File: src/rtl/boot_pkg.sv
// Shared types and constants for the boot loader.
// BOOT_LOADER_VERIFY_EN adds the read-back verify states.
package boot_pkg;

  localparam int unsigned CNT_W           = 10;
  localparam logic [31:0] SOC_ON_ADDR_DEF = 32'h0003_0000;
  localparam logic [31:0] SOC_ON_VAL_DEF  = 32'h0000_0001;

  typedef enum logic [2:0] {
    ST_IDLE,
    ST_LOAD,
`ifdef BOOT_LOADER_VERIFY_EN
    ST_VERIFY_REQ,
    ST_VERIFY_CHK,
`endif
    ST_SOC_ON,
    ST_DONE
  } state_e;

endpackage

File: src/rtl/boot_addr_gen.sv
// Word address register plus remaining-word counter.
// Shared by the load pass and the verify read-back pass.
module boot_addr_gen
  import boot_pkg::*;
(
  input  logic             clk_i,
  input  logic             rst_i,
  input  logic             load_i,
  input  logic [31:0]      base_i,
  input  logic [CNT_W-1:0] cnt_i,
  input  logic             step_i,
  output logic [31:0]      addr_o,
  output logic             last_o
);

  logic [31:0]      addr_q, addr_d;
  logic [CNT_W-1:0] rem_q, rem_d;

  // load wins over step so a pass can restart on the cycle the last word moves
  always_comb begin
    addr_d = addr_q;
    rem_d  = rem_q;
    if (load_i) begin
      addr_d = base_i;
      rem_d  = cnt_i;
    end else if (step_i) begin
      addr_d = addr_q + 32'd4;
      rem_d  = rem_q - CNT_W'(1);
    end
  end

  always_ff @(posedge clk_i) begin
    if (rst_i) begin
      addr_q <= '0;
      rem_q  <= '0;
    end else begin
      addr_q <= addr_d;
      rem_q  <= rem_d;
    end
  end

  assign addr_o = addr_q;
  assign last_o = (rem_q == CNT_W'(1));

endmodule

File: src/rtl/boot_loader.sv
// Streams words into RAM, optionally re-reads them to check an XOR checksum,
// then writes the SoC-enable register. Optional verify: BOOT_LOADER_VERIFY_EN.
module boot_loader
  import boot_pkg::*;
#(
  parameter logic [31:0] SOC_ON_ADDR = SOC_ON_ADDR_DEF,
  parameter logic [31:0] SOC_ON_VAL  = SOC_ON_VAL_DEF
) (
  input  logic             clk_i,
  input  logic             rst_i,
  input  logic             start_i,
  input  logic [31:0]      base_addr_i,
  input  logic [CNT_W-1:0] word_cnt_i,
  input  logic             s_valid_i,
  input  logic [31:0]      s_data_i,
  output logic             s_ready_o,
  output logic             cs_o,
  output logic             wr_o,
  output logic [31:0]      addr_o,
  output logic [31:0]      wdata_o,
  input  logic [31:0]      rdata_i,
  output logic             busy_o,
  output logic             done_o,
  output logic             err_o
);

  state_e           state_q, state_d;
  logic [31:0]      sum_q, sum_d;
  logic             ag_load, ag_step, ag_last;
  logic [31:0]      ag_base, ag_addr;
  logic [CNT_W-1:0] ag_cnt;
  logic             ready_c, cs_c, wr_c, busy_c, done_c;
  logic [31:0]      addr_c, wdata_c;

`ifdef BOOT_LOADER_VERIFY_EN
  logic [31:0]      base_q, vsum_q, vsum_d, vsum_fin;
  logic [CNT_W-1:0] cnt_q;
  logic             vlast_q, vlast_d, err_q, err_d;

  assign vsum_fin = vsum_q ^ rdata_i;
`endif

  boot_addr_gen u_addr_gen (
    .clk_i  (clk_i),
    .rst_i  (rst_i),
    .load_i (ag_load),
    .base_i (ag_base),
    .cnt_i  (ag_cnt),
    .step_i (ag_step),
    .addr_o (ag_addr),
    .last_o (ag_last)
  );

  always_comb begin
    state_d = state_q;
    sum_d   = sum_q;
    ag_load = 1'b0;
    ag_step = 1'b0;
    ag_base = base_addr_i;
    ag_cnt  = word_cnt_i;
    ready_c = 1'b0;
    cs_c    = 1'b0;
    wr_c    = 1'b0;
    addr_c  = '0;
    wdata_c = '0;
    busy_c  = 1'b1;
    done_c  = 1'b0;
`ifdef BOOT_LOADER_VERIFY_EN
    vsum_d  = vsum_q;
    vlast_d = vlast_q;
    err_d   = err_q;
`endif
    case (state_q)
      ST_IDLE: begin
        busy_c = 1'b0;
        if (start_i) begin
          ag_load = 1'b1;
          sum_d   = '0;
`ifdef BOOT_LOADER_VERIFY_EN
          err_d   = 1'b0;
          vsum_d  = '0;
`endif
          state_d = (word_cnt_i == '0) ? ST_SOC_ON : ST_LOAD;
        end
      end
      ST_LOAD: begin
        ready_c = 1'b1;
        if (s_valid_i) begin
          cs_c    = 1'b1;
          wr_c    = 1'b1;
          addr_c  = ag_addr;
          wdata_c = s_data_i;
          sum_d   = sum_q ^ s_data_i;
          ag_step = 1'b1;
          if (ag_last) begin
`ifdef BOOT_LOADER_VERIFY_EN
            ag_load = 1'b1;
            ag_base = base_q;
            ag_cnt  = cnt_q;
            vsum_d  = '0;
            state_d = ST_VERIFY_REQ;
`else
            state_d = ST_SOC_ON;
`endif
          end
        end
      end
`ifdef BOOT_LOADER_VERIFY_EN
      ST_VERIFY_REQ: begin
        cs_c    = 1'b1;
        addr_c  = ag_addr;
        ag_step = 1'b1;
        vlast_d = ag_last;
        state_d = ST_VERIFY_CHK;
      end
      // read data for the request issued last cycle is on rdata_i now
      ST_VERIFY_CHK: begin
        vsum_d = vsum_fin;
        if (!vlast_q) begin
          state_d = ST_VERIFY_REQ;
        end else if (vsum_fin != sum_q) begin
          err_d   = 1'b1;
          state_d = ST_DONE;
        end else begin
          state_d = ST_SOC_ON;
        end
      end
`endif
      ST_SOC_ON: begin
        cs_c    = 1'b1;
        wr_c    = 1'b1;
        addr_c  = SOC_ON_ADDR;
        wdata_c = SOC_ON_VAL;
        state_d = ST_DONE;
      end
      ST_DONE: begin
        done_c  = 1'b1;
        state_d = ST_IDLE;
      end
      default: state_d = ST_IDLE;
    endcase
  end

  always_ff @(posedge clk_i) begin
    if (rst_i) begin
      state_q <= ST_IDLE;
      sum_q   <= '0;
    end else begin
      state_q <= state_d;
      sum_q   <= sum_d;
    end
  end

`ifdef BOOT_LOADER_VERIFY_EN
  always_ff @(posedge clk_i) begin
    if (rst_i) begin
      base_q  <= '0;
      cnt_q   <= '0;
      vsum_q  <= '0;
      vlast_q <= 1'b0;
      err_q   <= 1'b0;
    end else begin
      if (state_q == ST_IDLE && start_i) begin
        base_q <= base_addr_i;
        cnt_q  <= word_cnt_i;
      end
      vsum_q  <= vsum_d;
      vlast_q <= vlast_d;
      err_q   <= err_d;
    end
  end

  assign err_o = err_q & ~rst_i;
`else
  logic unused_ok;
  assign unused_ok = ^{rdata_i, sum_q};
  assign err_o     = 1'b0;
`endif

  // outputs are forced quiet while reset is held so no RAM access or handshake slips out
  assign s_ready_o = ready_c & ~rst_i;
  assign cs_o      = cs_c & ~rst_i;
  assign wr_o      = wr_c & ~rst_i;
  assign busy_o    = busy_c & ~rst_i;
  assign done_o    = done_c & ~rst_i;
  assign addr_o    = rst_i ? '0 : addr_c;
  assign wdata_o   = rst_i ? '0 : wdata_c;

endmodule

File: config.mk
export PLATFORM = sky130hd
export DESIGN_NAME = boot_loader
export DESIGN_NICKNAME = d
export VERILOG_FILES = /design/src/rtl/boot_pkg.sv /design/src/rtl/boot_addr_gen.sv /design/src/rtl/boot_loader.sv
export SDC_FILE = /design/constraint.sdc
export NUM_CORES = 1
export LEC_CHECK = 0
export CAP_MARGIN = 40
export CORE_ASPECT_RATIO = 2
export CORE_MARGIN = 2
export CORE_UTILIZATION = 34
export CTS_BUF_LIST = sky130_fd_sc_hd__clkbuf_16
export CTS_CLUSTER_SIZE = 28
export DETAILED_ROUTE_END_ITERATION = 10
export PLACE_DENSITY = 0.8
export SETUP_SLACK_MARGIN = 0.02
export SLEW_MARGIN = 20
export SYNTH_ARGS = -nofsm -noshare
export SYNTH_HDL_FRONTEND = slang
export SYNTH_SLANG_ARGS = --single-unit
File: constraint.sdc
create_clock -name clk_i -period 2.1 [get_ports clk_i]
set_clock_uncertainty 0.1 [all_clocks]
set_input_delay 0.315 -clock clk_i [delete_from_list [all_inputs] [get_ports clk_i]]
set_output_delay 0.315 -clock clk_i [all_outputs]
set_load 0.02 [all_outputs]
After elaboration in Yosys (flattened, before gate mapping)
Cells that the tools add are included.
Storage, ports and cells
  output and inout port bits: 70
  register bits: 45
  bits of input ports: 110
  logic and storage cells: 44
Cells by class
  reductions and logical operators: 4
  multiplexer cells: 23
  bitwise gates (word level): 5
  add/subtract/negate cells: 2
  eq/ne operators: 7
Operators with widths (number)
  $mux 32: 6
  $pmux 32 s2: 2
  $add 32x3->32 const B: 1
  $mux 10: 2
  $eq 10x1->1 const B: 1
  $logic_not 10->1: 1
  $sub 10x1->10 const B: 1
  $mux 3: 3
  $pmux 3 s3: 1
  $mux 1: 7
  $eq 3x2->1 const B: 2
  $ne 2x2->1 const B: 3
  $and 1x1->1: 4
  $eq 3x1->1 const B: 1
  $logic_not 3->1: 1
  $reduce_and 3->1: 1
  $mux 2: 1
  $pmux 1 s2: 1
  $reduce_bool 2->1: 1
  $not 1->1: 1

Logic depth before layout (Yosys ltp)
Gate-level depths: netlist of run 1.
  depth after elaboration: 4
  depth in mapped cells: 8
  depth with buffers taken out: 7

Modules after synthesis
From an unflattened synthesis of run 1, not the netlist that was laid out.
Unflattened totals
  cells, all modules: 391
  area total of the unflattened synthesis: 3037.9 um^2
Modules (own cells, without submodules)
  boot_addr_gen: seq. area each 840.8 um^2, instances 1, area each 2327.2 um^2, cells each 287
  boot_loader: seq. area each 40.0 um^2, instances 1, area each 710.7 um^2, cells each 104

Worst setup path after synthesis of run 1
OpenSTA, ideal clock, no wires.
  path type: reg2out
  start point: register state_q[1]
  end point: output port addr_o[16]
  data arrival time: 1.901 ns
  path slack: -0.216 ns
  buffers on the path: 1
  cell stages (with the launch flop): 8
  required time: 1.685 ns
  cell sequence: dfxtp_1 inv_1 ha_1 and2_1 clkbuf_1 nor2_1 nor2_1 o21a_1
Between the ends
  longest elaborated chain between the ends: 3
  elaborated cells on any way between the ends: 4
  those cells by class: 2 x eq/ne; 2 x mux
RTL lines
  from (decl): RTL line boot_loader.sv:27  | state_e state_q, state_d;
  from (signal assigned): RTL line boot_loader.sv:149  | state_q <= state_d;
  $eq 3x2->1 or $eq 3x1->1 (tied branches)
  $pmux 32 s2 (*): RTL line boot_loader.sv:73  | case (state_q)
  $mux 32 (*): RTL line boot_loader.sv:186  | assign addr_o = rst_i ? '0 : addr_c;
  to (decl): RTL line boot_loader.sv:19  | output logic [31:0] addr_o,
Mark *: on every way between the ends. The rest lies on a longest branch, timed or not.

Worst setup path after layout of run 1
  start point: register state_q[0]
  end point: register u_addr_gen.addr_q[19] (netlist: u_addr_gen.addr_o[19])
Between the ends
  longest elaborated chain between the ends: 3
  elaborated cells on any way between the ends: 6
  those cells by class: 1 x eq/ne; 3 x mux; 2 x reduce/logical
RTL lines
  $eq 3x1->1 or $logic_not 3->1 (tied branches)
  $mux 1: RTL line boot_loader.sv:73
  $reduce_bool 2->1 (no source line) or $mux 32 (tied branches)
  to (signal assigned): RTL line boot_addr_gen.sv:37  | addr_q <= addr_d;
  to (decl): RTL line boot_addr_gen.sv:16  | logic [31:0] addr_q, addr_d;
Parallel ways exist; a longest one is shown, timed or not.
A chain may end at the register's enable or synchronous reset.

==> flow_metrics.py, run 1 <==
metrics = {
    "pwr": {
        "p_leak_nw": 2.30,
        "p_seq_frac": 0.313,
        "power.total_mw": 4.42,
        "clock_power_share": 0.200,
        "p_sw_frac": 0.384,
        "p_int_mw": 2.72,
        "p_per_area_mw_per_mm2": 810,
        "power_frac_comb": 0.487,
        "worst_ir_drop_vdd_uv": 736,
        "netSwitchingPower_mw": 1.70,
    },
    "sta": {
        "setup_slack_ns": -0.0601,
        "period_share": 1.03,
        "slew_headroom": 0.619,
        "setup_violations": 45,
        "rsz0062_at_grt": "yes",
        "period_needed_ns": 2.16,
        "max_freq_mhz": 463,
        "worst_pin_slew_ns": 0.572,
        "hold_viol_final": 0,
        "hold_ws_ns": 0.366,
        "maxSlewViolCount": 0,
        "tns_ns": -1.62,
    },
    "global_route": {
        "overflow": 0,
        "antenna_found_initial": 0,
        "grt_max_degree": 51,
        "grt_use_total": 0.226,
        "grt_pass1_wl_mm": 17.3,
        "grt_pass1_vias": 3499,
    },
    "layout": {
        "antennaDiodeCount": 0,
        "syn_to_final_growth_pct": 81.1,
        "drive_gt1_frac": 0.366,
        "fillers": 698,
        "multi_input_area_sq_mm": 0.00232,
        "fin_nets": 662,
        "fin_util": 0.631,
        "regArea_sq_um": 883,
    },
    "worst_setup_path": {
        "critPathKind": "reg -> reg",
        "crit_chain": "buf_4 > ha_4 > buf_4 > nand4_1 > or3_4 > or3_4 > a311oi_2",
        "worstSetupStartpointType": "flop",
        "arrival_ns": 2.26,
        "cp.buffers_inverters": 2,
        "critPathMaxFanout": 8,
        "cpPeakStageDelay_ns": 0.51,
        "critical-path-top-delay-family": "simple AND/OR/NAND/NOR gates",
        "cp-end-kind": "flop",
        "slowest_stage": "or3_4",
        "cp.required_ns": 2.20,
    },
    "yosys": {
        "synthTopCellsByArea": "dfxtp_1 29%, and2_1 13%, xnor2_1 7.3%",
        "avgSynthCellArea_sq_um": 8.01,
        "yosys.area.top_type": "dfxtp_1",
        "synth_edf_count": 0,
        "yosysSeqAreaShare": 0.292,
        "synth_fp_nets": 493,
        "synth_cell_types": 46,
        "syn_inst": 376,
        "synth.top_cell.area_share": 0.292,
        "synthArstFlopShare": 0,
        "synth_seq_cells": 44,
        "synthFlopType": "dfxtp_1",
        "syn_area_sq_mm": 0.00301,
        "yosys_warnings": 0,
    },
    "clock_network": {
        "cts_max_level": 2,
        "cts_buffers": 5,
        "path_clk_slew_ns": 0.06,
        "clk_latency_ns": 0.29,
        "cts_tree": "built",
        "clockRootBuffer": "clkbuf_16",
        "numClockSinks": 44,
        "clock_path_buffers": 2,
    },
    "floorplan": {
        "rows": 48,
        "die_area_sq_mm": 0.00968,
        "die_x_um": 70.6,
        "start_util": 0.348,
        "ioPinCount": 180,
        "die_y_um": 137,
        "core_sq_mm": 0.00865,
    },
    "drt": {
        "drt_pass1_iterations": 4,
        "drtAntennaViolNets": 0,
        "drtIter0Drc": 215,
        "wirelength_mm": 11.2,
        "drc": 0,
        "vias": 3397,
        "via_per_inst": 5.26,
        "wl_per_cell_um": 17.3,
    },
    "placed_design": {
        "pre_cts_ws_ns": -0.431,
        "io_buffer_count": 146,
        "hpwl_mm": 7.87,
        "place_congestion": 0.878,
    },
    "job": {
        "maxCapViolations": 0,
    },
    "status": {
        "violations": "negative setup slack",
        "outcome": "complete, but fails checks",
    },
    "worst_hold_path": {
        "holdCritPathClass": "reg -> reg",
    },
}
worst min-delay path, stage by stage (launching register included):
cell and delay [ns]:
dfxtp_1 0.32, nand2_1 0.05, a21oi_1 0.05
cell usage in the layout (no fill, tap or decap), drive strengths merged, types with 7 or more instances in the layout:
master         netlist  final
buf                  5    109
clkdlybuf4s50        0     75
and2                61     61
nor2                45     45
dfxtp               44     44
a211oi              29     29
nand2               26     26
xnor2               25     25
nor3                12     12
inv                  9     10
nor4                10     10
xor2                 9      9
nand4                9      9
nand3                8      8
ha                   7      7
state kept, by name (all words and copies together) (netlist names):
register	cells
u_addr_gen.rem_q	10
u_addr_gen.addr_o	32
state_q	2
metal layers:
metal	wire, um	global-route usage	part of all wire	vias up
li1	-	-	-	1652
met1	3760	0.223	0.34	1587
met2	6450	0.440	0.58	137
met3	608	0.0398	0.054	21
met4	345	0.114	0.031	0
met5	0	0	0	-
synthesized netlist by cell type, drive strengths merged, types with 7 or more instances:
cell type,instances
xnor2,25
a211oi,29
nor2,45
clkbuf,21
and2,61
nor3,12
nand4,9
inv,9
nand3,8
ha,7
xor2,9
nand2,26
dfxtp,44
nor4,10
cell type report:
cell class / instances / area share
clock buffer: 5 / 0.0229
tap: 100 / 0.0229
timing repair buffer: 188 / 0.355
clock inverter: 3 / 0.00711
inverter: 9 / 0.00619
multi-input combinational: 297 / 0.424
sequential: 44 / 0.162
per-stage QoR:
step	std cells	cell area (sq um)
after floorplan	376	3040
after global placement	631	4800
after detailed placement	631	4800
after CTS	646	5220
after global routing	646	5460
final	646	5460
path summary, 6_finish.rpt:
kind / from / end / slack, ns / depth (start not counted)
setup / recovery: state_q[0] / u_addr_gen.addr_o[19] / -0.06 / 7
hold / removal: u_addr_gen.addr_o[0] / u_addr_gen.addr_o[0] / 0.37 / 2
setup reg to reg: state_q[0] / u_addr_gen.addr_o[19] / -0.06 / 7
hold reg to reg: u_addr_gen.addr_o[0] / u_addr_gen.addr_o[0] / 0.37 / 2
logic make-up after synthesis:
logic type	share of synthesized area
compound gates	0.146
xor+xnor	0.0988
fa+ha+maj	0.0291
buf+inv	0.0515
flops	0.292
other cells	0.00124
simple gates	0.381
repair_timing:
item	4_1_cts	5_1_grt
gates cloned	3	0
hold buffers	0	0
pin swaps	7	18
buffers inserted	4	2
setup endpoints to repair	88	86
resized for setup	408	67
power groups by stage:
stage          sequential (mW)  clock, mW  combinational, mW
2_1_floorplan             1.33          0               1.05
3_3_place_gp              1.37          0               1.79
3_5_place_dp              1.38          0               1.85
4_1_cts                   1.37      0.898               2.05
5_1_grt                   1.42      0.932               2.32
6_report                  1.38      0.883               2.15
(Power assumes the default switching activity.)
==> inputs of run 2 (changes only) <==
--- a/config.mk
+++ b/config.mk
@@ -13,6 +13,7 @@
 export CTS_CLUSTER_SIZE = 28
 export DETAILED_ROUTE_END_ITERATION = 10
 export PLACE_DENSITY = 0.8
+export RECOVER_POWER = 25
 export SETUP_SLACK_MARGIN = 0.02
 export SLEW_MARGIN = 20
 export SYNTH_ARGS = -nofsm -noshare
==> run 2 against run 1 <==
Compared with the run above: the flow still finishes with violations (negative setup slack); sequential power is essentially flat; non-clock buffer count is the same; hold slack is essentially flat; power is essentially flat; clock power grew 0.8%; largest cell class unchanged; largest power group unchanged.
==> flow_metrics.py, run 2 (synthesis results as in run 1) <==
metrics = {
    "clock_network": {
        "cts_tree": "built",
        "clockRootBuffer": "clkbuf_16",
        "cts_buffers": 5,
        "clock_path_buffers": 2,
        "path_clk_slew_ns": 0.06,
        "cts_max_level": 2,
        "numClockSinks": 44,
        "clk_latency_ns": 0.30,
    },
    "worst_setup_path": {
        "cp.required_ns": 2.20,
        "ff2ff_path_depth": 7,
        "arrival_ns": 2.27,
        "rrSetupSlack_ns": -0.06,
        "regToRegEndpoint": "u_addr_gen.addr_o[19]",
        "r2r-start": "state_q[0]",
        "critPathKind": "reg -> reg",
        "cp-end-kind": "flop",
        "worstSetupStartpointType": "flop",
        "critPathMaxFanout": 8,
    },
    "pwr": {
        "p_seq_frac": 0.313,
        "netSwitchingPower_mw": 1.71,
        "p_leak_nw": 2.29,
        "clock_power_share": 0.202,
        "worst_ir_drop_vdd_uv": 740,
        "p_int_mw": 2.71,
        "power_frac_comb": 0.485,
        "power.total_mw": 4.42,
        "p_sw_frac": 0.387,
        "p_per_area_mw_per_mm2": 811,
    },
    "sta": {
        "worst_pin_slew_ns": 0.626,
        "setup_slack_ns": -0.0648,
        "maxSlewViolCount": 0,
        "period_needed_ns": 2.16,
        "max_freq_mhz": 462,
        "rsz0062_at_grt": "yes",
        "hold_ws_ns": 0.366,
        "period_share": 1.03,
        "slew_headroom": 0.583,
        "setup_violations": 51,
        "hold_viol_final": 0,
    },
    "worst_hold_path": {
        "hp-start": "u_addr_gen.addr_o[0]",
        "holdCritPathClass": "reg -> reg",
        "worstHoldEndpoint": "u_addr_gen.addr_o[0]",
        "min_path_cells": 2,
    },
    "floorplan": {
        "die_y_um": 137,
        "start_util": 0.348,
        "ioPinCount": 180,
        "die_x_um": 70.6,
        "core_sq_mm": 0.00865,
        "die_area_sq_mm": 0.00968,
        "rows": 48,
    },
    "layout": {
        "fin_nets": 662,
        "mostFrequentLayoutCell": "clkdlybuf4s50_1",
        "largest_reg_flops": 32,
        "drive_gt1_frac": 0.363,
        "antennaDiodeCount": 0,
        "final_cells": 646,
        "syn_to_final_growth_pct": 80.8,
        "stdcell_area_sq_mm": 0.00545,
        "layout_common_cells": "75 x clkdlybuf4s50_1, 65 x buf_6, 42 x dfxtp_1",
    },
    "global_route": {
        "grt_pass1_wl_mm": 17.3,
        "grt_max_degree": 51,
        "grt_pass1_vias": 3499,
        "grt_use_total": 0.226,
        "overflow": 0,
        "antenna_found_initial": 0,
    },
    "drt": {
        "wirelength_mm": 11.2,
        "wl_per_cell_um": 17.3,
        "drt_pass1_iterations": 5,
        "drtIter0Drc": 217,
        "drc": 0,
        "drtAntennaViolNets": 0,
        "via_per_inst": 5.30,
        "vias": 3427,
    },
    "placed_design": {
        "io_buffer_count": 146,
        "post_dp_cell_area_sq_mm": 0.00480,
        "dp_cells": 631,
        "hpwl_mm": 7.87,
        "place_congestion": 0.878,
    },
    "status": {
        "outcome": "complete, but fails checks",
        "violations": "negative setup slack",
    },
    "job": {
        "maxCapViolations": 0,
    },
}
[run 2: how the worst max path moves through the flow]
stage	endpoint	cells after the start	start	slack (ns)
6_report	u_addr_gen.addr_o[19]	7	state_q[0]	-0.06
2_1_floorplan	wdata_o[21]	7	state_q[0]	0.02
3_3_place_gp	addr_o[25]	6	s_valid_i	-0.40
4_1_cts	wdata_o[24]	8	state_q[0]	-0.09
3_5_place_dp	addr_o[25]	6	s_valid_i	-0.43
5_1_grt	u_addr_gen.addr_o[19]	7	state_q[0]	-0.12
[run 2: stage by stage]
step            util  worst slack (ns)  TNS [ns]
2_1_floorplan      -            0.0239         0
3_3_place_gp   0.555            -0.396    -27.05
3_5_place_dp   0.555            -0.431    -30.57
4_1_cts        0.603           -0.0897     -3.88
5_1_grt        0.630            -0.121     -5.76
6_report       0.630           -0.0648     -2.06
[run 2: critical path: stages, from the launching register on]
cell and delay (ns):
dfxtp_2 0.35, buf_4 0.13, ha_4 0.17, buf_4 0.12, nand4_1 0.11, or3_4 0.51
or3_4 0.36, a311oi_2 0.22
[run 2: power groups by stage]
| stage | sequential, mW | combinational (mW) | clock (mW) |
|---|---|---|---|
| after CTS | 1.37 | 2.05 | 0.898 |
| after global routing | 1.42 | 2.31 | 0.932 |
| after global placement | 1.37 | 1.79 | 0 |
| after detailed placement | 1.38 | 1.85 | 0 |
| final | 1.38 | 2.14 | 0.890 |
| after floorplan | 1.33 | 1.05 | 0 |
[run 2: metal layers]
layer,up-vias,GRT usage,wire length [um]
li1,1654,-,-
met1,1611,0.223,3820
met2,143,0.440,6400
met3,19,0.0398,591
met4,0,0.114,369
met5,-,0,0
[run 2: layout make-up]
type | instances | area, sq um
multi-input cells | 297 | 2320
flip-flops and latches | 44 | 883
clock inverters | 3 | 38.8
clock buffers | 5 | 125
fillers | 702 | 3200
well taps | 100 | 125
inverters | 9 | 33.8
repair buffers | 188 | 1920
[run 2: what timing repair did]
item / CTS / global route
setup buffers: 4 / 2
pin swaps: 7 / 18
hold buffers: 0 / 0
gates resized for setup: 408 / 67
endpoints found under the setup margin: 88 / 86
cloned: 3 / 0
==> inputs of run 3 (changes only) <==
--- a/config.mk
+++ b/config.mk
@@ -12,7 +12,7 @@
 export CTS_BUF_LIST = sky130_fd_sc_hd__clkbuf_16
 export CTS_CLUSTER_SIZE = 28
 export DETAILED_ROUTE_END_ITERATION = 10
-export PLACE_DENSITY = 0.8
+export PLACE_DENSITY = 0.88
 export RECOVER_POWER = 25
 export SETUP_SLACK_MARGIN = 0.02
 export SLEW_MARGIN = 20
==> run 3 against run 2 <==
Compared with the run above: the run still ends with negative setup slack left; cell count up 3.4%; core utilization up 2.7 points; routed wire length up 16%; setup slack worse by 0.16 ns; critical path depth up 2; non-clock buffer count up 22; hold slack better by 0.021 ns; sequential share of layout area down 0.66 points; sequential power about the same; combinational power up 11%; via count up 6.7%; largest cell class unchanged; largest power group unchanged.
==> flow_metrics.py, run 3 (synthesis results as in run 1) <==
metrics = {
    "worst_setup_path": {
        "cp.required_ns": 1.68,
        "worstSetupStartpointType": "flop",
        "crit_chain": "inv_2 > ha_4 > nand2b_4 > nor2_4 > buf_12 > buf_12 > clkbuf_16 > and2_4 > buf_6",
        "arrival_ns": 1.91,
        "regToRegEndpoint": "u_addr_gen.addr_o[31]",
        "critPathKind": "reg -> out",
        "r2r-start": "state_q[0]",
        "cpPeakStageDelay_ns": 0.36,
        "path_depth": 9,
        "critical-path-top-delay-family": "buffers and inverters",
        "critical_path.endpoint": "addr_o[11]",
        "crit_top_cell": "buf_12",
        "cp-end-kind": "output port",
        "ff2ff_path_depth": 10,
        "critPathMaxFanout": 7,
        "rrSetupSlack_ns": -0.02,
        "cp-startpoint": "state_q[0]",
        "slowest_stage": "dfxtp_2",
        "cp.buffers_inverters": 5,
    },
    "global_route": {
        "grt_use_met3": 0.0523,
        "antenna_found_initial": 0,
        "top_usage_layer": "met2",
        "grt_pass1_vias": 3832,
        "overflow": 0,
        "grt_max_degree": 54,
        "use_met2": 0.484,
        "grt_pass1_wl_mm": 18.8,
        "grt_use_total": 0.250,
        "grtUsageMet1": 0.227,
    },
    "layout": {
        "mostFrequentLayoutCell": "clkdlybuf4s50_1",
        "fin_nets": 684,
        "largest_reg_flops": 32,
        "fin_util": 0.657,
        "syn_to_final_growth_pct": 88.5,
        "stdcell_area_sq_mm": 0.00568,
        "drive_gt1_frac": 0.423,
        "fillers": 638,
        "layout_common_cells": "76 x clkdlybuf4s50_1, 71 x buf_6, 59 x and2_4",
        "antennaDiodeCount": 0,
    },
    "pwr": {
        "p_leak_nw": 2.33,
        "p_per_area_mw_per_mm2": 825,
        "power.total_mw": 4.69,
        "worst_ir_drop_vdd_uv": 782,
    },
    "job": {
        "maxCapViolations": 0,
    },
    "floorplan": {
        "die_area_sq_mm": 0.00968,
        "rows": 48,
        "core_sq_mm": 0.00865,
        "die_x_um": 70.6,
        "ioPinCount": 180,
        "die_y_um": 137,
        "start_util": 0.348,
    },
    "drt": {
        "drt_pass1_iterations": 6,
        "drtAntennaViolNets": 0,
        "via_per_inst": 5.47,
        "drc": 0,
        "wl_per_cell_um": 19.5,
        "vias": 3655,
        "wirelength_mm": 13.0,
        "drtIter0Drc": 295,
    },
    "clock_network": {
        "clk_latency_ns": 0.30,
        "clockRootBuffer": "clkbuf_16",
        "numClockSinks": 44,
        "cts_tree": "built",
        "clock_path_buffers": 2,
        "cts_buffers": 5,
        "cts_max_level": 2,
        "path_clk_slew_ns": 0.07,
    },
    "status": {
        "violations": "negative setup slack",
        "outcome": "complete, but fails checks",
    },
    "worst_hold_path": {
        "holdCritPathClass": "reg -> reg",
    },
    "sta": {
        "hold_ws_ns": 0.387,
        "max_freq_mhz": 430,
        "period_share": 1.11,
        "rsz0062_at_grt": "yes",
        "slew_headroom": 0.556,
        "maxSlewViolCount": 0,
        "period_needed_ns": 2.33,
        "worst_pin_slew_ns": 0.666,
        "hold_viol_final": 0,
        "setup_slack_ns": -0.227,
        "setup_violations": 54,
    },
    "placed_design": {
        "hpwl_mm": 8.07,
        "io_buffer_count": 146,
        "place_congestion": 0.858,
        "post_dp_cell_area_sq_mm": 0.00479,
    },
}
==> run 3: changes by cell type in the layout (fill, tap and decap cells not counted), moves of 3 or more <==
cell | before | now
nor3_2 | 2 | 5
nor3_4 | 5 | 2
nor4_1 | 2 | 5
and2_4 | 30 | 59
buf_4 | 29 | 48
and2_1 | 23 | 1
buf_6 | 65 | 71
and2_2 | 7 | 0
==> run 3: metal layers <==
| metal | vias up | part of all wire |
|---|---|---|
| li1 | 1692 | - |
| met1 | 1712 | 0.30 |
| met2 | 190 | 0.56 |
| met5 | - | 0 |
| met3 | 61 | 0.064 |
| met4 | 0 | 0.071 |
==> run 3: area by class of cell <==
class | count | area [sq um] | share of cell area
timing repair buffer | 210 | 2170 | 0.382
sequential | 44 | 883 | 0.156
inverter | 9 | 36.3 | 0.00639
clock inverter | 3 | 42.5 | 0.00749
tap | 100 | 125 | 0.0220
clock buffer | 5 | 125 | 0.0220
multi-input combinational | 297 | 2300 | 0.404
==> run 3: report_power, final <==
part / internal, mW / switching, mW / total [mW] / leakage [nW]
Sequential: 1.09 / 0.316 / 1.40 / 0.365
Clock: 0.560 / 0.358 / 0.917 / 0.0798
Combinational: 1.21 / 1.15 / 2.37 / 1.88
Total: 2.86 / 1.83 / 4.69 / 2.33
==> run 3: through the flow <==
stage | setup WS (ns) | setup TNS [ns] | std cells
3_3_place_gp | -0.435 | -28.75 | 632
6_report | -0.227 | -7.36 | 668
2_1_floorplan | 0.0239 | 0 | 376
3_5_place_dp | -0.457 | -31.36 | 632
4_1_cts | -0.169 | -5.40 | 662
5_1_grt | -0.266 | -10.0 | 668
==> run 3: worst reg2reg max path, stage by stage (launching register included) <==
cell and delay, ns:
dfxtp_2 0.36, buf_6 0.11, ha_4 0.15, buf_6 0.10, nand4_1 0.13, buf_4 0.18
nor4_4 0.24, nor4b_2 0.26, buf_4 0.15, xnor2_1 0.06, o31ai_1 0.19
==> run 3: how the worst min path moves through the flow <==
| stage | endpoint | startpoint | slack (ns) | cells past startpoint |
|---|---|---|---|---|
| after detailed placement | u_addr_gen.addr_o[0] | u_addr_gen.addr_o[0] | 0.37 | 2 |
| after global routing | u_addr_gen.addr_o[0] | u_addr_gen.addr_o[0] | 0.41 | 2 |
| after CTS | u_addr_gen.addr_o[0] | u_addr_gen.addr_o[0] | 0.38 | 2 |
| after global placement | u_addr_gen.addr_o[1] | u_addr_gen.addr_o[1] | 0.35 | 2 |
| after floorplan | u_addr_gen.addr_o[29] | base_addr_i[29] | 0.32 | 2 |
| final | u_addr_gen.addr_o[0] | u_addr_gen.addr_o[0] | 0.39 | 2 |
==> run 3: repair_timing <==
item / CTS / global route
pin swaps: 18 / 29
hold buffers: 0 / 0
endpoints found under the setup margin: 83 / 77
setup buffers: 18 / 7
gates resized for setup: 457 / 42
endpoints found under the hold margin: 0 / 0
cloned: 4 / 1
